$ cat config.mk
export PLATFORM = sky130hd
export DESIGN_NAME = life_grid_engine
export DESIGN_NICKNAME = d
export VERILOG_FILES = /design/src/rtl/life_grid_engine.sv
export SDC_FILE = /design/constraint.sdc
export NUM_CORES = 1
export LEC_CHECK = 0
export BUFFER_PORTS_ARGS = -buffer_cell sky130_fd_sc_hd__buf_2
export CAP_MARGIN = 30
export CORE_ASPECT_RATIO = 0.8
export CORE_MARGIN = 2
export CORE_UTILIZATION = 40
export DETAILED_ROUTE_END_ITERATION = 16
export PLACE_DENSITY = 0.67
export SKIP_LAST_GASP = 1
export SLEW_MARGIN = 20
export SYNTH_ARGS = -nofsm -noshare
export SYNTH_HDL_FRONTEND = slang
export SYNTH_HIERARCHICAL = 1
export SYNTH_SLANG_ARGS = --single-unit
$ cat constraint.sdc
create_clock -name clk -period 14.3 [get_ports clk]
set_input_delay 2.86 -clock clk [delete_from_list [all_inputs] [get_ports clk]]
set_output_delay 2.86 -clock clk [all_outputs]
set_load 0.02 [all_outputs]
$ cat src/rtl/life_grid_engine.sv
// Conway Game of Life engine: ROWS x COLS grid with load, LFSR randomise and
// counted / free-running evolution, selectable toroidal or dead-edge borders.

// One cell of the B3/S23 rule: counts its (already edge-masked) neighbours.
module life_grid_cell (
    input  logic [8:0] nb,     // 3x3 neighbourhood, centre bit forced to 0
    input  logic       alive,
    output logic       nxt
);
    logic [3:0] cnt;

    // Population count of the neighbourhood (0..8 fits in 4 bits)
    always_comb begin
        cnt = 4'd0;
        for (int i = 0; i < 9; i++) cnt = cnt + {3'b000, nb[i]};
    end

    assign nxt = (cnt == 4'd3) || (alive && (cnt == 4'd2));
endmodule

module life_grid_engine #(
    parameter int          ROWS = 8,
    parameter int          COLS = 8,
    parameter logic [31:0] SEED = 32'hACE1_0001
) (
    input  logic                 clk,
    input  logic                 reset,
    input  logic [1:0]           cmd,
    input  logic                 cmd_valid,
    output logic                 cmd_ready,
    input  logic [ROWS*COLS-1:0] load_grid,
    input  logic [15:0]          steps,
    input  logic                 wrap,
    input  logic                 stop_on_stable,
    input  logic                 abort,
    output logic [ROWS*COLS-1:0] grid,
    output logic [15:0]          gen_count,
    output logic                 busy,
    output logic                 done,
    output logic                 stable
);
    localparam int N     = ROWS * COLS;
    localparam int IDX_W = $clog2(N);

    localparam logic [1:0] CMD_LOAD   = 2'b01;
    localparam logic [1:0] CMD_RUN    = 2'b10;
    localparam logic [1:0] CMD_RANDOM = 2'b11;

    localparam logic [31:0] LFSR_TAPS = 32'h8020_0003;

    typedef enum logic [1:0] {IDLE, FILL, RUN} state_t;

    state_t           state;
    logic [31:0]      lfsr;
    logic [31:0]      lfsr_next;
    logic [IDX_W-1:0] idx;
    logic [15:0]      remaining;
    logic             counted;
    logic             wrap_q;
    logic             sos_q;
    logic [N-1:0]     next_grid;
    logic             still;
    logic             last_gen;

    assign cmd_ready = (state == IDLE);
    assign busy      = (state != IDLE);

    // Galois step: shift right, fold taps back in when a 1 falls out
    always_comb begin
        lfsr_next = lfsr >> 1;
        if (lfsr[0]) lfsr_next = lfsr_next ^ LFSR_TAPS;
    end

    // Neighbourhood wiring. Wrapped coordinates equal in-grid ones whenever the
    // neighbour really is inside the grid, so dead-edge mode only needs a mask.
    for (genvar r = 0; r < ROWS; r++) begin : g_row
        for (genvar c = 0; c < COLS; c++) begin : g_col
            logic [8:0] nb;
            for (genvar k = 0; k < 9; k++) begin : g_nb
                localparam int   DR = (k / 3) - 1;
                localparam int   DC = (k % 3) - 1;
                localparam int   RR = (r + DR + ROWS) % ROWS;
                localparam int   CC = (c + DC + COLS) % COLS;
                localparam logic IN = (r + DR >= 0) && (r + DR < ROWS) &&
                                      (c + DC >= 0) && (c + DC < COLS);
                if (k == 4) begin : g_ctr
                    assign nb[k] = 1'b0;
                end else begin : g_side
                    assign nb[k] = grid[RR*COLS+CC] & (wrap_q | IN);
                end
            end
            life_grid_cell u_cell (
                .nb    (nb),
                .alive (grid[r*COLS+c]),
                .nxt   (next_grid[r*COLS+c])
            );
        end
    end

    assign still    = (next_grid == grid);
    assign last_gen = (counted && (remaining == 16'd1)) || (sos_q && still);

    // Command FSM and datapath registers; done is a single-cycle pulse
    always_ff @(posedge clk or posedge reset) begin
        if (reset) begin
            state     <= IDLE;
            grid      <= '0;
            gen_count <= 16'd0;
            stable    <= 1'b0;
            done      <= 1'b0;
            lfsr      <= SEED;
            idx       <= '0;
            remaining <= 16'd0;
            counted   <= 1'b0;
            wrap_q    <= 1'b0;
            sos_q     <= 1'b0;
        end else begin
            done <= 1'b0;
            case (state)
                IDLE: begin
                    if (cmd_valid) begin
                        case (cmd)
                            CMD_LOAD: begin
                                grid      <= load_grid;
                                gen_count <= 16'd0;
                                stable    <= 1'b0;
                                done      <= 1'b1;
                            end
                            CMD_RUN: begin
                                state     <= RUN;
                                remaining <= steps;
                                counted   <= (steps != 16'd0);
                                wrap_q    <= wrap;
                                sos_q     <= stop_on_stable;
                                stable    <= 1'b0;
                            end
                            CMD_RANDOM: begin
                                state  <= FILL;
                                idx    <= '0;
                                stable <= 1'b0;
                            end
                            default: ;
                        endcase
                    end
                end
                FILL: begin
                    if (abort) begin
                        state <= IDLE;
                        done  <= 1'b1;
                    end else begin
                        grid[idx] <= lfsr[0];
                        lfsr      <= lfsr_next;
                        idx       <= idx + 1'b1;
                        if (idx == IDX_W'(N - 1)) begin
                            gen_count <= 16'd0;
                            done      <= 1'b1;
                            state     <= IDLE;
                        end
                    end
                end
                RUN: begin
                    if (abort) begin
                        state <= IDLE;
                        done  <= 1'b1;
                    end else begin
                        grid      <= next_grid;
                        gen_count <= gen_count + 16'd1;
                        stable    <= still;
                        if (counted) remaining <= remaining - 16'd1;
                        if (last_gen) begin
                            state <= IDLE;
                            done  <= 1'b1;
                        end
                    end
                end
                default: state <= IDLE;
            endcase
        end
    end
endmodule

; ---- Yosys cells after proc, flatten, opt, wreduce, memory -nomap -nowiden
; Cells that the tools add are included.
; W data, S select, Z words.
[totals]
reg_bits = 141
latchBits = 0
ramBits = 0
rom_bits = 0
inputBits = 88
output_inout_bits = 84
memories = 0
[classes]
add_sub_neg = 451
mul = 0
div_mod_pow = 0
order_cmp = 2
n_eq_ne = 148
n_shift = 0
n_mux = 42
bitwise = 30
n_reduce_logical = 147
[op_table]
columns = operator, n
row1 = $add A4 B1 Y4, 384
row2 = $eq A4 B2 Y1 const B, 128
row3 = $mux W64, 4
row4 = $pmux W64 S3, 1
row5 = $mux W16, 9
row6 = $add A1 B1 Y2, 64
row7 = $logic_and A1 B1 Y1, 67
row8 = $logic_or A1 B1 Y1, 65
row9 = $bwmux W64, 1
row10 = $eq A64 B64 Y1, 1
row11 = $pmux W16 S3, 1
row12 = $mux W32, 1
row13 = $pmux W16 S2, 1
row14 = $and A1 B1 Y1, 28
row15 = $mux W6, 3
row16 = $add A16 B1 Y16 const B, 1
row17 = $eq A16 B1 Y1 const B, 1
row18 = $reduce_bool A16 Y1, 1
row19 = $sub A16 B1 Y16 const B, 1
row20 = $ne A2 B2 Y1 const B, 6
row21 = $pmux W6 S2, 1
row22 = $reduce_and A4 Y1, 3
row23 = $mux W1, 10
row24 = $mux W2, 5
row25 = 24 further kinds, 33

; ---- Longest topological paths before layout
; Gate-level depths: netlist (run 1).
[depth]
depth_word = 17
mapped_depth = 19

; ---- Modules after synthesis
; The synthesis (run 1) kept the hierarchy.
[by_module_without_submodules]
columns = module, instances, cells_each, area_per_inst_um2, seq_area_each_um2
row1 = life_grid_engine, 1, 1127, 9745.6, 3539.6
row2 = life_grid_cell at g_row[0].g_col[0].u_cell ..., 38, 23, 196.4, 0.0
row3 = life_grid_cell at g_row[1].g_col[7].u_cell ..., 26, 26, 207.7, 0.0

; ---- Worst setup path after synthesis (run 1)
; OpenSTA, ideal clock, no wires.
[synth_timing]
path_kind = flip-flop to flip-flop
start = reg wrap_q
end = reg state[1]
setup_time_ns = 0.124
t_arrival_ns = 4.726
slack_ns = 9.450
stages_incl_launch_ff = 20
cell_sequence = dfrtp_1 -> clkbuf_1 -> clkbuf_1 -> and2_1 -> inv_1 -> fa_1 -> fa_1 -> fa_1 -> inv_1 -> fa_1 -> inv_1 -> fa_1 -> a211o_1 -> a211oi_1 -> xnor2_1 -> nand4_1 -> nor4_1 -> nand4_1 -> mux2i_1 -> a211o_1
[synth_between]
elab_chain_len = 16
elab_cells_between_ends = 310
classes_between = 165 x add/sub / 58 x eq/ne / 28 x bitwise / 59 x reduce/logical
[synth_rtl]
columns = element, line_no
row1 = start: declaration, 59  ; logic wrap_q;
row2 = start signal: assignment, 133  ; wrap_q <= wrap;
row3 = $and A1 B1 Y1 (*), 89  ; assign nb[k] = grid[RR*COLS+CC] & (wrap_q | IN);
row4 = named net g_row[0].g_col[0].nb[1], 78  ; logic [8:0] nb;
row5 = $add A1 B1 Y2 (*), 15  ; for (int i = 0; i < 9; i++) cnt = cnt + {3'b000, nb[i]};
row6 = $add A4 B1 Y4 (*) (6 in a row), 15
row7 = $eq A4 B2 Y1, 18  ; assign nxt = (cnt == 4'd3) || (alive && (cnt == 4'd2));
row8 = $logic_and A1 B1 Y1, 18
row9 = $logic_or A1 B1 Y1 (*), 18
row10 = named net next_grid[0], 61  ; logic [N-1:0] next_grid;
row11 = $eq A64 B64 Y1 (*), 100  ; assign still = (next_grid == grid);
row12 = $logic_and A1 B1 Y1 (*), 101  ; assign last_gen = (counted && (remaining == 16'd1)) || (sos_q && still);
row13 = $logic_or A1 B1 Y1 (*), 101
row14 = $ne A3 B3 Y1 (no line) (*), -
row15 = $reduce_and A4 Y1 (no line) (*), -
row16 = end signal: assignment, 106  ; state <= IDLE;
row17 = end signal: assignment, 130  ; state <= RUN;
row18 = end signal: assignment, 138  ; state <= FILL;
row19 = end: declaration, 53  ; state_t state;
; The timed path passes the listed nets; every way through them passes the cells marked *.
; A chain may end at the register's enable or synchronous reset.

; ---- Worst setup path in the final report (run 1)
[layout_timing]
start = reg grid[51]
end = reg done
[layout_between]
elab_chain_len = 16
elab_cells_between_ends = 75
classes_between = 35 x add/sub / 17 x eq/ne / 3 x mux / 20 x reduce/logical
[layout_rtl]
columns = element, line_no
row1 = start: declaration, 36  ; output logic [ROWS*COLS-1:0] grid,
row2 = start signal: assignment, 124  ; grid <= load_grid;
row3 = start signal: indexed assignment, 151  ; grid[idx] <= lfsr[0];
row4 = start signal: assignment, 166  ; grid <= next_grid;
row5 = $add A1 B1 Y2 (*), 15
row6 = $add A4 B1 Y4 (*) (6 in a row), 15
row7 = $eq A4 B2 Y1, 18
row8 = $logic_and A1 B1 Y1, 18
row9 = $logic_or A1 B1 Y1 (*), 18
row10 = named net next_grid[60], 61
row11 = $eq A64 B64 Y1 (*), 100
row12 = $logic_and A1 B1 Y1 (*), 101
row13 = $logic_or A1 B1 Y1 (*), 101
row14 = $mux W1 (*), 170  ; if (last_gen) begin
row15 = $mux W1 (*), 162  ; if (abort) begin
row16 = $pmux W1 S3 (*), 119  ; case (state)
row17 = end signal: assignment, 118  ; done <= 1'b0;
row18 = end signal: assignment, 164  ; done <= 1'b1;
row19 = end signal: assignment, 172  ; done <= 1'b1;
row20 = end: declaration, 39  ; output logic done,
; Marked as above.

==> impl_metrics.json, run 1 <==
{
  "status": "completed",
  "yosys_warnings": 6,
  "grt_usage_pct": 23.7,
  "drt_pass1_iterations": 9,
  "end_kind": "flip-flop",
  "postCtsHoldBufs": 0,
  "async_flop_share_pct": 100,
  "crit_top_cell": "fa_1",
  "grt_first_pass_wirelength_um": 107000,
  "fin_skew_ns": 0.0119,
  "cts_tree": "yes",
  "fin_nets": 3375,
  "synth_fa_ha_area_share_pct": 35.9,
  "cp-start-kind": "flip-flop",
  "fin_crit_ns": 6.04,
  "setup_ws_ns": 8.26,
  "hold_viol": 0,
  "yosys.area_share.simple_pct": 11.3,
  "maxCapViolCount": 0,
  "tns_ns": 0,
  "clockRootBuffer": "clkbuf_16",
  "ys_seq_area_share_pct": 15.7,
  "setup_viol": 0,
  "post_cts_resized": 0,
  "grt_util_met1_pct": 33.5,
  "multi_input_area_um2": 15500,
  "antenna_left": 0,
  "synth_mux_area_share_pct": 3.75,
  "drv_slew": 0,
  "cts_sinks": 141,
  "relSlewSlack_pct": 33.1,
  "yosys-top-cells-count": "inv_1, fa_1, nand2_1",
  "dp_hpwl_um": 51400,
  "grt_pass1_vias": 18631,
  "grt_start_max_net_pins": 95,
  "num_rows": 77,
  "worstPathRequired_ns": 14.66,
  "synth_area_leaders": "fa_1, dfrtp_1, inv_1",
  "drive_gt1_share_pct": 12.2,
  "portBuffers": 171,
  "cp_top_family": "adder cells",
  "synth_compound_area_share_pct": 13.5,
  "slowest_stage": "dfrtp_1",
  "crit_chain": "inv_1, fa_1, fa_1, fa_1, inv_1, fa_1, inv_1, fa_1, a211o_1, a211oi_1, xnor2_1, nand4_1, nor4_1, nand4_1, o211a_1, a211oi_1",
  "worst_ep_arrival_time_ns": 6.39,
  "worst_pin_slew_ns": 0.997,
  "grt_use_met3_pct": 5.93,
  "cpPeakStageDelay_ns": 0.87,
  "start_util_pct": 40.7,
  "syn-cell-area_um2": 22600,
  "fp.dieArea_um2": 58500,
  "period_share_pct": 42.2,
  "clkTransAtPathRegs_ns": 0.06,
  "synth_top_family_by_area": "adder cells",
  "wl_um": 67800,
  "core_area_um2": 55600,
  "dieHeight_um": 217,
  "yosysMostFrequentCell": "inv_1",
  "htree_levels": 4,
  "synth_area_leader_cell": "fa_1",
  "area_growth_pct": 10.0,
  "syn_inst": 2677,
  "cts_buffers": 17,
  "drcViolationCount": 0,
  "ys_seq_elements": 141,
  "overflow": 0,
  "use_met2_pct": 36.1,
  "avgViaCountPerCell": 5.16,
  "place_congestion": 0.936,
  "ctsLongestPathBuffers": 2,
  "hold_path.class": "flip-flop to flip-flop",
  "synth_edf_count": 0,
  "synthXorXnorAreaFrac_pct": 2.87,
  "synth_cell_types": 58,
  "fmax_ghz": 0.166,
  "crit_buf_inv": 3,
  "grt-busiest-layer": "met2",
  "synth_area_per_cell_um2": 8.45,
  "die_w_um": 270,
  "io_pins": 172,
  "critPathKind": "flip-flop to flip-flop",
  "rsz0062_at_grt": "false",
  "drtIter0Drc": 1597,
  "seq_area_um2": 3540,
  "wl_per_cell_um": 18.9,
  "cts_setup_buffers": 0,
  "dr_total_vias": 18564,
  "dp_slack_ns": 8.46,
  "synth_top_area_share_pct": 28.3,
  "clk_latency_ns": 0.46,
  "crit_fanout": 13,
  "antenna_found_initial": 2,
  "fillers": 5525,
  "synth_ff_type": "dfrtp_1"
}
-- path summary, 6_finish.rpt --
kind / start / to / slack, ns / cells past startpoint
min reg2reg: lfsr[25]$_DFFE_PP0P_ / lfsr[24]$_DFFE_PP0P_ / 0.50 / 1
min in group asynchronous: reset / gen_count[15]$_DFFE_PP0P_ / 2.52 / 2
max in group asynchronous: reset / grid[5]$_DFFE_PP0P_ / 10.36 / 3
max reg2reg: grid[51]$_DFFE_PP0P_ / done$_DFF_PP0_ / 8.26 / 16
min: lfsr[25]$_DFFE_PP0P_ / lfsr[24]$_DFFE_PP0P_ / 0.50 / 1
max: grid[51]$_DFFE_PP0P_ / done$_DFF_PP0_ / 8.26 / 16
-- cells in the final DEF, fill, tap and decap left out, drive strengths merged, types with 59 or more instances in the layout --
cell,instances
fa,320
a211oi,88
xnor2,72
ha,136
o22ai,59
mux2,70
a21oi,64
o21ai,72
dfrtp,132
conb,64
buf,199
nor2,130
nand2,146
inv,847
-- registers in the layout, summed over array words and instances, names as in the netlist --
register	flops
idx	6
remaining	16
wrap_q	1
stable	1
counted	1
lfsr	32
grid	64
gen_count	16
done	1
state	2
sos_q	1
-- area by class of cell --
| class | instances | share of cell area [%] |
|---|---|---|
| antenna | 2 | 0.0201 |
| sequential | 141 | 14.2 |
| clock inverter | 13 | 0.659 |
| clock buffer | 19 | 1.78 |
| tap | 750 | 3.77 |
| inverter | 847 | 12.8 |
| multi-input combinational | 1625 | 62.3 |
| timing repair buffer | 199 | 4.40 |
-- cells by family (layout without fill, tap and decap cells) --
kind of cell    after synthesis  in the layout
fa+ha+maj                   456            456
other cells                   1             66
mux                          76             76
xor+xnor                     74             74
buf+inv                     974           1078
simple gates                497            497
flops                       141            141
compound gates              458            458
-- through the flow --
stage / instances / util [%] / instance area, µm² / hold WS (ns)
floorplan: 2740 / - / 22800 / 0.472
global placement: 3559 / 43.6 / 24200 / 0.485
detailed placement: 3560 / 43.6 / 24200 / 0.489
CTS: 3592 / 44.7 / 24800 / 0.503
global route: 3596 / 44.8 / 24900 / 0.520
finish: 3596 / 44.8 / 24900 / 0.500
-- per-layer routing --
layer	vias up	wire (µm)
met5	-	0
met4	0	1750
met3	108	6620
met2	798	29500
met1	9147	30000
li1	8511	-
Power of run 1 is not shown: default switching activity piles up to over one toggle a cycle in this logic, so the estimate is an artifact.
==> run 2: changes to the inputs <==
==> constraint.sdc (replaced) <==
create_clock -name clk -period 6.3 [get_ports clk]
set_input_delay 1.26 -clock clk [delete_from_list [all_inputs] [get_ports clk]]
set_output_delay 1.26 -clock clk [all_outputs]
set_load 0.02 [all_outputs]
==> impl_metrics.json, run 2 (synthesis results as in run 1) <==
{
  "status": "completed",
  "cp-start-kind": "flip-flop",
  "wl_per_cell_um": 18.8,
  "cts_setup_buffers": 0,
  "final_cell_mix": "inv_1, fa_1, buf_2",
  "area_growth_pct": 11.8,
  "min_from": "lfsr[1]$_DFFE_PP0P_",
  "fillers": 5504,
  "drt_pass1_iterations": 5,
  "grt_first_pass_wirelength_um": 109000,
  "dr_total_vias": 18696,
  "clockRootBuffer": "clkbuf_16",
  "ctsLongestPathBuffers": 2,
  "min_path_cells": 2,
  "drive_gt1_share_pct": 13.7,
  "grt_usage_pct": 24.1,
  "postCtsHoldBufs": 0,
  "period_share_pct": 91.1,
  "num_rows": 77,
  "holdPathEnd": "lfsr[0]$_DFFE_PP1P_",
  "wl_um": 68500,
  "rrSetupSlack_ns": 0.56,
  "cts_buffers": 17,
  "reg_top3": "grid x64, lfsr x32",
  "regToRegEndpoint": "done$_DFF_PP0_",
  "fmax_ghz": 0.174,
  "dieHeight_um": 217,
  "antenna_left": 0,
  "post_cts_resized": 0,
  "worstReg2RegStart": "wrap_q$_DFFE_PP0P_",
  "relSlewSlack_pct": 35.8,
  "worstPathRequired_ns": 6.66,
  "start_util_pct": 40.7,
  "top_register": "grid",
  "rsz0062_at_grt": "false",
  "cts_sinks": 141,
  "core_area_um2": 55600,
  "worst_pin_slew_ns": 0.962,
  "layoutNonFillerInstCount": 3645,
  "grt_start_max_net_pins": 93,
  "antenna_found_initial": 2,
  "drtIter0Drc": 1850,
  "end_kind": "flip-flop",
  "overflow": 0,
  "htree_levels": 4,
  "fp.dieArea_um2": 58500,
  "critPathKind": "flip-flop to flip-flop",
  "setup_viol": 0,
  "grt_pass1_vias": 18722,
  "drv_slew": 0,
  "placedCellCount": 3607,
  "hold_viol": 0,
  "post-route-cell-area_um2": 25300,
  "place_congestion": 0.957,
  "fin_crit_ns": 5.74,
  "fin_nets": 3424,
  "postPlaceCellArea_um2": 24600,
  "layout_commonest_cell": "inv_1",
  "clkTransAtPathRegs_ns": 0.07,
  "clk_latency_ns": 0.47,
  "largest_reg_flops": 64,
  "cts_tree": "yes",
  "maxCapViolCount": 0,
  "fin_skew_ns": 0.0195,
  "dp_hpwl_um": 53600,
  "rr_worst_depth": 17,
  "die_w_um": 270,
  "tns_ns": 0,
  "hold_path.class": "flip-flop to flip-flop",
  "drcViolationCount": 0,
  "io_pins": 172,
  "worst_ep_arrival_time_ns": 6.10,
  "avgViaCountPerCell": 5.13,
  "crit_fanout": 21,
  "portBuffers": 171
}
## run 2: changes by cell type in the layout (fill, tap and decap cells not counted), moves of 3 or more
cell	change
bufinv_16	-3
inv_8	+4
clkinv_2	-3
buf_4	+49
clkinv_8	+5
## run 2: per-stage QoR
stage | hold WS [ns] | util, % | worst slack (ns)
6_report | 0.503 | 45.5 | 0.560
2_1_floorplan | 0.472 | - | 1.27
5_1_grt | 0.527 | 45.5 | 0.326
3_3_place_gp | 0.487 | 44.2 | 0.781
3_5_place_dp | 0.491 | 44.2 | 0.724
4_1_cts | 0.504 | 45.3 | 0.696
## run 2: worst max-delay path: stages, from the launching register on
cell      delay [ns]
dfrtp_1         0.81
and2_1          0.41
inv_1           0.09
fa_1            0.51
fa_1            0.44
fa_1            0.49
inv_1           0.05
fa_1            0.39
inv_1           0.09
fa_1            0.43
nor3_2          0.28
xnor2_1         0.15
nand4_1         0.20
nor4_1          0.53
nand4_1         0.16
buf_4           0.20
o211a_1         0.20
a211oi_1        0.21
## run 2: worst max-delay path by stage
| stage | start | to | slack (ns) | depth (start not counted) |
|---|---|---|---|---|
| 2_1_floorplan | reset | counted$_DFFE_PP0P_ | 1.27 | 1 |
| 3_3_place_gp | wrap_q$_DFFE_PP0P_ | state[1]$_DFFE_PP0P_ | 0.78 | 17 |
| 3_5_place_dp | wrap_q$_DFFE_PP0P_ | done$_DFF_PP0_ | 0.72 | 17 |
| 4_1_cts | wrap_q$_DFFE_PP0P_ | done$_DFF_PP0_ | 0.70 | 17 |
| 6_report | wrap_q$_DFFE_PP0P_ | done$_DFF_PP0_ | 0.56 | 17 |
| 5_1_grt | wrap_q$_DFFE_PP0P_ | done$_DFF_PP0_ | 0.33 | 18 |
## run 2: routing by layer
layer | global-route usage, % | wire length [µm] | part of all wire (%)
met1 | 34.9 | 30900 | 45
met2 | 36.6 | 29700 | 43
met3 | 4.62 | 6200 | 9.0
met4 | 6.78 | 1720 | 2.5
met5 | 0 | 0 | 0
## run 2: layout make-up
cell class / count / area [µm²] / share of cell area (%)
clock buffers: 17 / 425 / 1.68
well taps: 750 / 938 / 3.71
inverters: 847 / 3180 / 12.6
flip-flops and latches: 141 / 3540 / 14.0
diodes: 2 / 5.00 / 0.0198
multi-input cells: 1625 / 15500 / 61.4
repair buffers: 248 / 1490 / 5.88
clock inverters: 15 / 186 / 0.738
Power of run 2 is left out for the same reason.
